<file path="src/rtl/rx_copy_sched.sv">
// Receive copy scheduler: groups redundant copies by id, forwards the first valid copy
// through an L-cycle delay line and closes each group with a mask/lost report.
// Optional statistics counters are enabled by defining RX_COPY_SCHED_STATS_EN.
module rx_copy_sched #(
    parameter int WHEREISID   = 0,
    parameter int NCOPY       = 5,
    parameter int GAP_TIMEOUT = 320,
    parameter int TW          = 16
) (
    input  logic             clk,
    input  logic             rst,
    input  logic             rx_en,
    input  logic [7:0]       rxdata,
    output logic             fwd_en,
    output logic [7:0]       fwd_data,
    output logic             group_done,
    output logic [NCOPY-1:0] copy_mask,
    output logic             group_lost,
    output logic             bad_pkt
`ifdef RX_COPY_SCHED_STATS_EN
    ,
    output logic [15:0]      grp_total,
    output logic [15:0]      grp_lost_cnt
`endif
);

    localparam int L = WHEREISID + 1;
    localparam logic [NCOPY-1:0] ALL_ONES = '1;

    typedef enum logic [1:0] {IDLE, HDR, BODY, GAP} state_t;

    state_t            state_q, state_d;
    logic              prev_q, prev_d;
    logic [7:0]        cnt_q, cnt_d;
    logic [TW-1:0]     timer_q, timer_d;
    logic [NCOPY-1:0]  mask_q, mask_d;
    logic              pkt_bad_q, pkt_bad_d;
    logic              fwd_flag_q, fwd_flag_d;
    logic [L-1:0]      dl_en_q, dl_en_d;
    logic [7:0]        dl_data_q [L];
    logic [7:0]        dl_data_d [L];
    logic              done_q, done_d;
    logic [NCOPY-1:0]  cmask_q, cmask_d;
    logic              lost_q, lost_d;
    logic              bad_q, bad_d;

    logic              start, pkt_end, id_hit, id_valid, timeout;
    logic              close, bad_set, fwd_decide, delayed_start;
    logic [7:0]        idx;
    logic [NCOPY-1:0]  id_bit, base_mask, close_mask;
    logic [L:0]        en_chain;

    // prev_q resets high so a packet already in flight when rst drops is not seen as a start
    assign start    = rx_en & ~prev_q;
    assign pkt_end  = ~rx_en & prev_q;
    assign idx      = start ? 8'd0 : cnt_q;
    assign id_hit   = rx_en && (start || state_q == HDR) && (idx == 8'(WHEREISID));
    assign id_valid = (rxdata != 8'd0) && (rxdata <= 8'(NCOPY));
    assign timeout  = (state_q == GAP) && (timer_q == TW'(GAP_TIMEOUT));
    assign en_chain = {dl_en_q, rx_en};
    // The first byte of a packet enters the last delay stage exactly at its id byte
    assign delayed_start = en_chain[L-1] & ~en_chain[L];

    always_comb begin
        id_bit = '0;
        for (int i = 0; i < NCOPY; i++) id_bit[i] = (rxdata == 8'(i + 1));
    end

    always_ff @(posedge clk) begin
        if (rst) begin
            state_q    <= IDLE;
            prev_q     <= 1'b1;
            cnt_q      <= '0;
            timer_q    <= '0;
            mask_q     <= '0;
            pkt_bad_q  <= 1'b0;
            fwd_flag_q <= 1'b0;
            dl_en_q    <= '0;
            dl_data_q  <= '{default: '0};
            done_q     <= 1'b0;
            cmask_q    <= '0;
            lost_q     <= 1'b0;
            bad_q      <= 1'b0;
        end else begin
            state_q    <= state_d;
            prev_q     <= prev_d;
            cnt_q      <= cnt_d;
            timer_q    <= timer_d;
            mask_q     <= mask_d;
            pkt_bad_q  <= pkt_bad_d;
            fwd_flag_q <= fwd_flag_d;
            dl_en_q    <= dl_en_d;
            dl_data_q  <= dl_data_d;
            done_q     <= done_d;
            cmask_q    <= cmask_d;
            lost_q     <= lost_d;
            bad_q      <= bad_d;
        end
    end

    always_comb begin
        state_d    = state_q;
        timer_d    = '0;
        mask_d     = mask_q;
        pkt_bad_d  = pkt_bad_q;
        close      = 1'b0;
        close_mask = mask_q;
        bad_set    = 1'b0;
        fwd_decide = 1'b0;
        base_mask  = timeout ? '0 : mask_q;

        // Timeout wins over a coinciding start; the new packet sees an empty group
        if (timeout) begin
            close  = 1'b1;
            mask_d = '0;
        end
        if (start) pkt_bad_d = 1'b0;
        if (id_hit) begin
            pkt_bad_d = ~id_valid;
            if (id_valid) begin
                if (base_mask == '0) begin
                    mask_d     = id_bit;
                    fwd_decide = 1'b1;
                end else if ((base_mask & id_bit) != '0) begin
                    close      = 1'b1;
                    mask_d     = id_bit;
                    fwd_decide = 1'b1;
                end else begin
                    mask_d = base_mask | id_bit;
                end
            end
        end

        case (state_q)
            IDLE, GAP: begin
                if (start)
                    state_d = id_hit ? BODY : HDR;
                else if (state_q == GAP) begin
                    if (timeout) state_d = IDLE;
                    else         timer_d = timer_q + TW'(1);
                end
            end
            HDR: begin
                if (pkt_end) begin
                    bad_set = 1'b1;
                    state_d = (mask_q != '0) ? GAP : IDLE;
                    timer_d = TW'(1);
                end else if (id_hit) begin
                    state_d = BODY;
                end
            end
            BODY: begin
                if (pkt_end) begin
                    bad_set = pkt_bad_q;
                    timer_d = TW'(1);
                    if (mask_q == ALL_ONES) begin
                        close   = 1'b1;
                        mask_d  = '0;
                        state_d = IDLE;
                    end else begin
                        state_d = (mask_q != '0) ? GAP : IDLE;
                    end
                end
            end
            default: state_d = IDLE;
        endcase
    end

    always_comb begin
        prev_d       = rx_en;
        cnt_d        = start ? 8'd1 : ((rx_en && cnt_q != 8'hFF) ? cnt_q + 8'd1 : cnt_q);
        dl_en_d      = en_chain[L-1:0];
        dl_data_d[0] = rxdata;
        for (int k = 1; k < L; k++) dl_data_d[k] = dl_data_q[k-1];
        fwd_flag_d   = delayed_start ? fwd_decide : fwd_flag_q;
        done_d       = close;
        cmask_d      = close ? close_mask : cmask_q;
        lost_d       = close ? (close_mask != ALL_ONES) : lost_q;
        bad_d        = bad_set;
    end

    assign fwd_en     = dl_en_q[L-1] & fwd_flag_q;
    assign fwd_data   = dl_data_q[L-1];
    assign group_done = done_q;
    assign copy_mask  = cmask_q;
    assign group_lost = lost_q;
    assign bad_pkt    = bad_q;

`ifdef RX_COPY_SCHED_STATS_EN
    logic [15:0] tot_q, tot_d, lcnt_q, lcnt_d;

    always_comb begin
        tot_d  = (done_q && tot_q != 16'hFFFF) ? tot_q + 16'd1 : tot_q;
        lcnt_d = (done_q && lost_q && lcnt_q != 16'hFFFF) ? lcnt_q + 16'd1 : lcnt_q;
    end

    always_ff @(posedge clk) begin
        if (rst) begin
            tot_q  <= '0;
            lcnt_q <= '0;
        end else begin
            tot_q  <= tot_d;
            lcnt_q <= lcnt_d;
        end
    end

    assign grp_total    = tot_q;
    assign grp_lost_cnt = lcnt_q;
`endif

endmodule
</file>
<file path="config.mk">
export PLATFORM = sky130hd
export DESIGN_NAME = rx_copy_sched
export DESIGN_NICKNAME = d
export VERILOG_FILES = /design/src/rtl/rx_copy_sched.sv
export SDC_FILE = /design/constraint.sdc
export NUM_CORES = 1
export LEC_CHECK = 0
export ABC_AREA = 1
export BUFFER_PORTS_ARGS = -buffer_cell sky130_fd_sc_hd__buf_2
export CORE_ASPECT_RATIO = 1.2
export CORE_MARGIN = 5
export CORE_UTILIZATION = 45
export CTS_CLUSTER_SIZE = 12
export DETAILED_ROUTE_END_ITERATION = 7
export PLACE_DENSITY = 0.66
export SLEW_MARGIN = 20
export SYNTH_ARGS = -nofsm -noshare
export SYNTH_HDL_FRONTEND = slang
export SYNTH_SLANG_ARGS = --single-unit
</file>
<file path="constraint.sdc">
create_clock -name clk -period 1.9 [get_ports clk]
set_input_delay 0 -clock clk [delete_from_list [all_inputs] [get_ports clk]]
set_output_delay 0 -clock clk [all_outputs]
set_load 0.005 [all_outputs]
</file>
==> run_results.csv <==
group,metric,value,unit
worst_hold_path,min_from,"rst",
setup_path,cp.arrival,1.94,ns
die,dieArea,7040,um^2
synthesis,yosys_most_used_dff,"dfxtp_1",
global_route,antenna_found_initial,0,
setup_path,worstPathMaxFanout,12,
synthesis,ys_warn_count,0,
synthesis,yosysSeqAreaShare,41.6,%
timing,whs,0.0654,ns
die,die_w,77.4,um
routing,wl,4.90,mm
cells_and_area,areaGrowthSynthToFinish,17.4,%
synthesis,synth_top_area_share,41.6,%
setup_path,r2r_slack,0.17,ns
clock_tree,cts.sinks,51,
timing,setup_viol,0,
worst_hold_path,hold_path_class,"in2reg",
die,ios,28,
setup_path,worstSetupStartpointType,"flip-flop",
place,pre_cts_ws,0.00318,ns
synthesis,synthArstFlopShare,0,%
clock_tree,numCtsBuffers,5,
setup_path,endpoint_kind,"flip-flop",
synthesis,synth.avg_cell_area,6.93,um^2
place,dpl_cell_area,2670,um^2
routing,drcViolationCount,0,
power,ir_worst_vdd,0.604,mV
timing,slew_headroom,78.1,%
outcome,status,"finished clean",
synthesis,synth.distinct_cells,31,
timing,fin_ws,0.174,ns
routing,drt-pass1-iter-count,4,
cells_and_area,diodes,0,
clock_tree,insertion_delay,0.30,ns
power,p_leak,0.00129,uW
clock_tree,post_cts_buffers,0,
routing,viasPerCell,4.87,
synthesis,synth-seq-cells,51,
routing,ant_nets,0,
timing,maxSlewViolCount,0,
setup_path,criticalPathCategory,"reg2reg",
cells_and_area,final_layout_size_suffix_gt1_share,16.6,%
synthesis,synth-edff-count,0,
cells_and_area,final_net_count,413,
synthesis,synth_area_leaders,"dfxtp_1 42%, nor2_1 9.9%, inv_1 8.4%",
cells_and_area,fin_area,2880,um^2
routing,drt_iter0_drc,130,
global_route,grt_usage,14.4,%
place,io_buffer_count,27,
power,powerDensity,691,nW/um^2
setup_path,worstRegToRegCells,11,
global_route,grt_pass1_vias,1972,
clock_tree,clk_path_buf_depth,2,
synthesis,yosys.area.top_type,"dfxtp_1",
die,start_util,46.3,%
worst_hold_path,min_to,"fwd_data[1]",
synthesis,synth.net_count,371,
setup_path,r2r_end,"group_lost",
clock_tree,cts_tree,"built",
global_route,grt_max_degree,18,
clock_tree,path_clk_slew,0.09,ns
timing,fmax,0.579,GHz
routing,wl_per_cell,10.7,um
timing,hold_viol,0,
clock_tree,htree_levels,2,
die,rows,29,
global_route,grt_overflow_total,0,
routing,routed-via-count,2237,
setup_path,cp_data_required_time,2.11,ns
place,post-dp-hpwl,3.64,mm
setup_path,r2r-start,"state_q[1]",
die,die_height,90.9,um
timing,fin_skew,0.00982,ns
timing,period_needed,1.73,ns
clock_tree,cts_root_buf,"clkbuf_8",
cells_and_area,fin_util,54.4,%
worst_hold_path,min_path_cells,2,
die,core_area,5300,um^2
power,total_power,1990,uW
cells_and_area,final_cell_mix,"64 x nor2_1, 54 x inv_1, 51 x nand2_1",
flow_run,cap_violations,0,
timing,fin_crit_sh,90.9,%
synthesis,netlist_instances,354,
timing,tightest_slew,0.326,ns
place,gp_congestion,0.810,
synthesis,netlist_area,2450,um^2
global_route,grt_first_pass_wirelength,8.56,mm
cells_and_area,mostFrequentLayoutCell,"nor2_1",
-- report_power, final --
| group | switching (uW) | total, uW | internal [uW] |
|---|---|---|---|
| Clock | 340 | 598 | 258 |
| Combinational | 153 | 261 | 107 |
| Sequential | 23.3 | 1130 | 1110 |
-- synth_stat cells (all sizes together) (2+ instances only) --
| cell type | n |
|---|---|
| nand4 | 7 |
| nand3 | 21 |
| o21ai | 18 |
| or2 | 2 |
| nor3b | 3 |
| nor3 | 12 |
| clkbuf | 4 |
| a21oi | 31 |
| and3 | 2 |
| nand3b | 5 |
| inv | 57 |
| nand2 | 58 |
| dfxtp | 51 |
| ha | 6 |
| nor2 | 69 |
-- repair_timing --
action,4_1_cts,5_1_grt
endpoints found under the hold margin,9,0
resized for setup,0,14
endpoints found under the setup margin,0,16
hold buffers,9,0
-- cell type report --
| class | count | area (um^2) |
|---|---|---|
| flip-flops and latches | 51 | 1020 |
| repair buffers | 40 | 255 |
| clock buffers | 6 | 72.6 |
| fillers | 530 | 2420 |
| clock inverters | 2 | 12.5 |
| inverters | 58 | 220 |
| well taps | 62 | 77.6 |
| multi-input cells | 240 | 1220 |
-- state kept, by name, summed over array words and instances, names as in the netlist --
register	flops
group_lost	1
prev_q	1
fwd_data	8
cnt_q	8
dl_en_q	1
fwd_flag_q	1
pkt_bad_q	1
group_done	1
close_mask	5
bad_pkt	1
timer_q	16
state_q	2
copy_mask	5
-- kinds of logic after synthesis --
| logic type | after synthesis | synth area share (%) |
|---|---|---|
| AOI/OAI and AO/OA | 53 | 11.6 |
| and+or+nand+nor | 179 | 32.9 |
| adders and majority gates | 6 | 3.06 |
| buffers and inverters | 63 | 10.1 |
| DFF | 51 | 41.6 |
| xor gates and xnor gates | 2 | 0.714 |
-- worst max path at each step --
stage	startpoint	endpoint	slack, ns	depth (start not counted)
finish	state_q[1]	group_lost	0.17	11
global route	timer_q[0]	state_q[0]	-0.04	13
CTS	state_q[1]	close_mask[3]	0.003	9
detailed placement	state_q[1]	close_mask[3]	0.003	9
global placement	state_q[1]	close_mask[1]	0.04	9
floorplan	state_q[0]	copy_mask[0]	0.27	15
-- layer usage --
metal / GRT usage, % / vias up / part of all wire (%)
li1: - / 1207 / -
met2: 23.5 / 31 / 48
met4: 3.87 / 0 / 0.71
met5: 0 / - / 0
met3: 3.69 / 3 / 3.7
met1: 18.6 / 996 / 47
-- worst max-delay path, stage by stage, from the launching register on --
cell     delay (ns)
dfxtp_2        0.34
inv_1          0.07
ha_2           0.23
nand4_1        0.13
o21ai_2        0.22
nand3_2        0.14
nor2_2         0.15
nand2_4        0.11
nand2_1        0.10
nand2_1        0.05
nand2_1        0.05
nor2_1         0.04
-- metrics by stage --
stage               TNS [ns]  cells
global placement           0    442
global route         -0.0401    459
finish                     0    459
floorplan                  0    354
CTS                        0    459
detailed placement         0    442
Note: power is estimated with default switching activity, not from simulation.
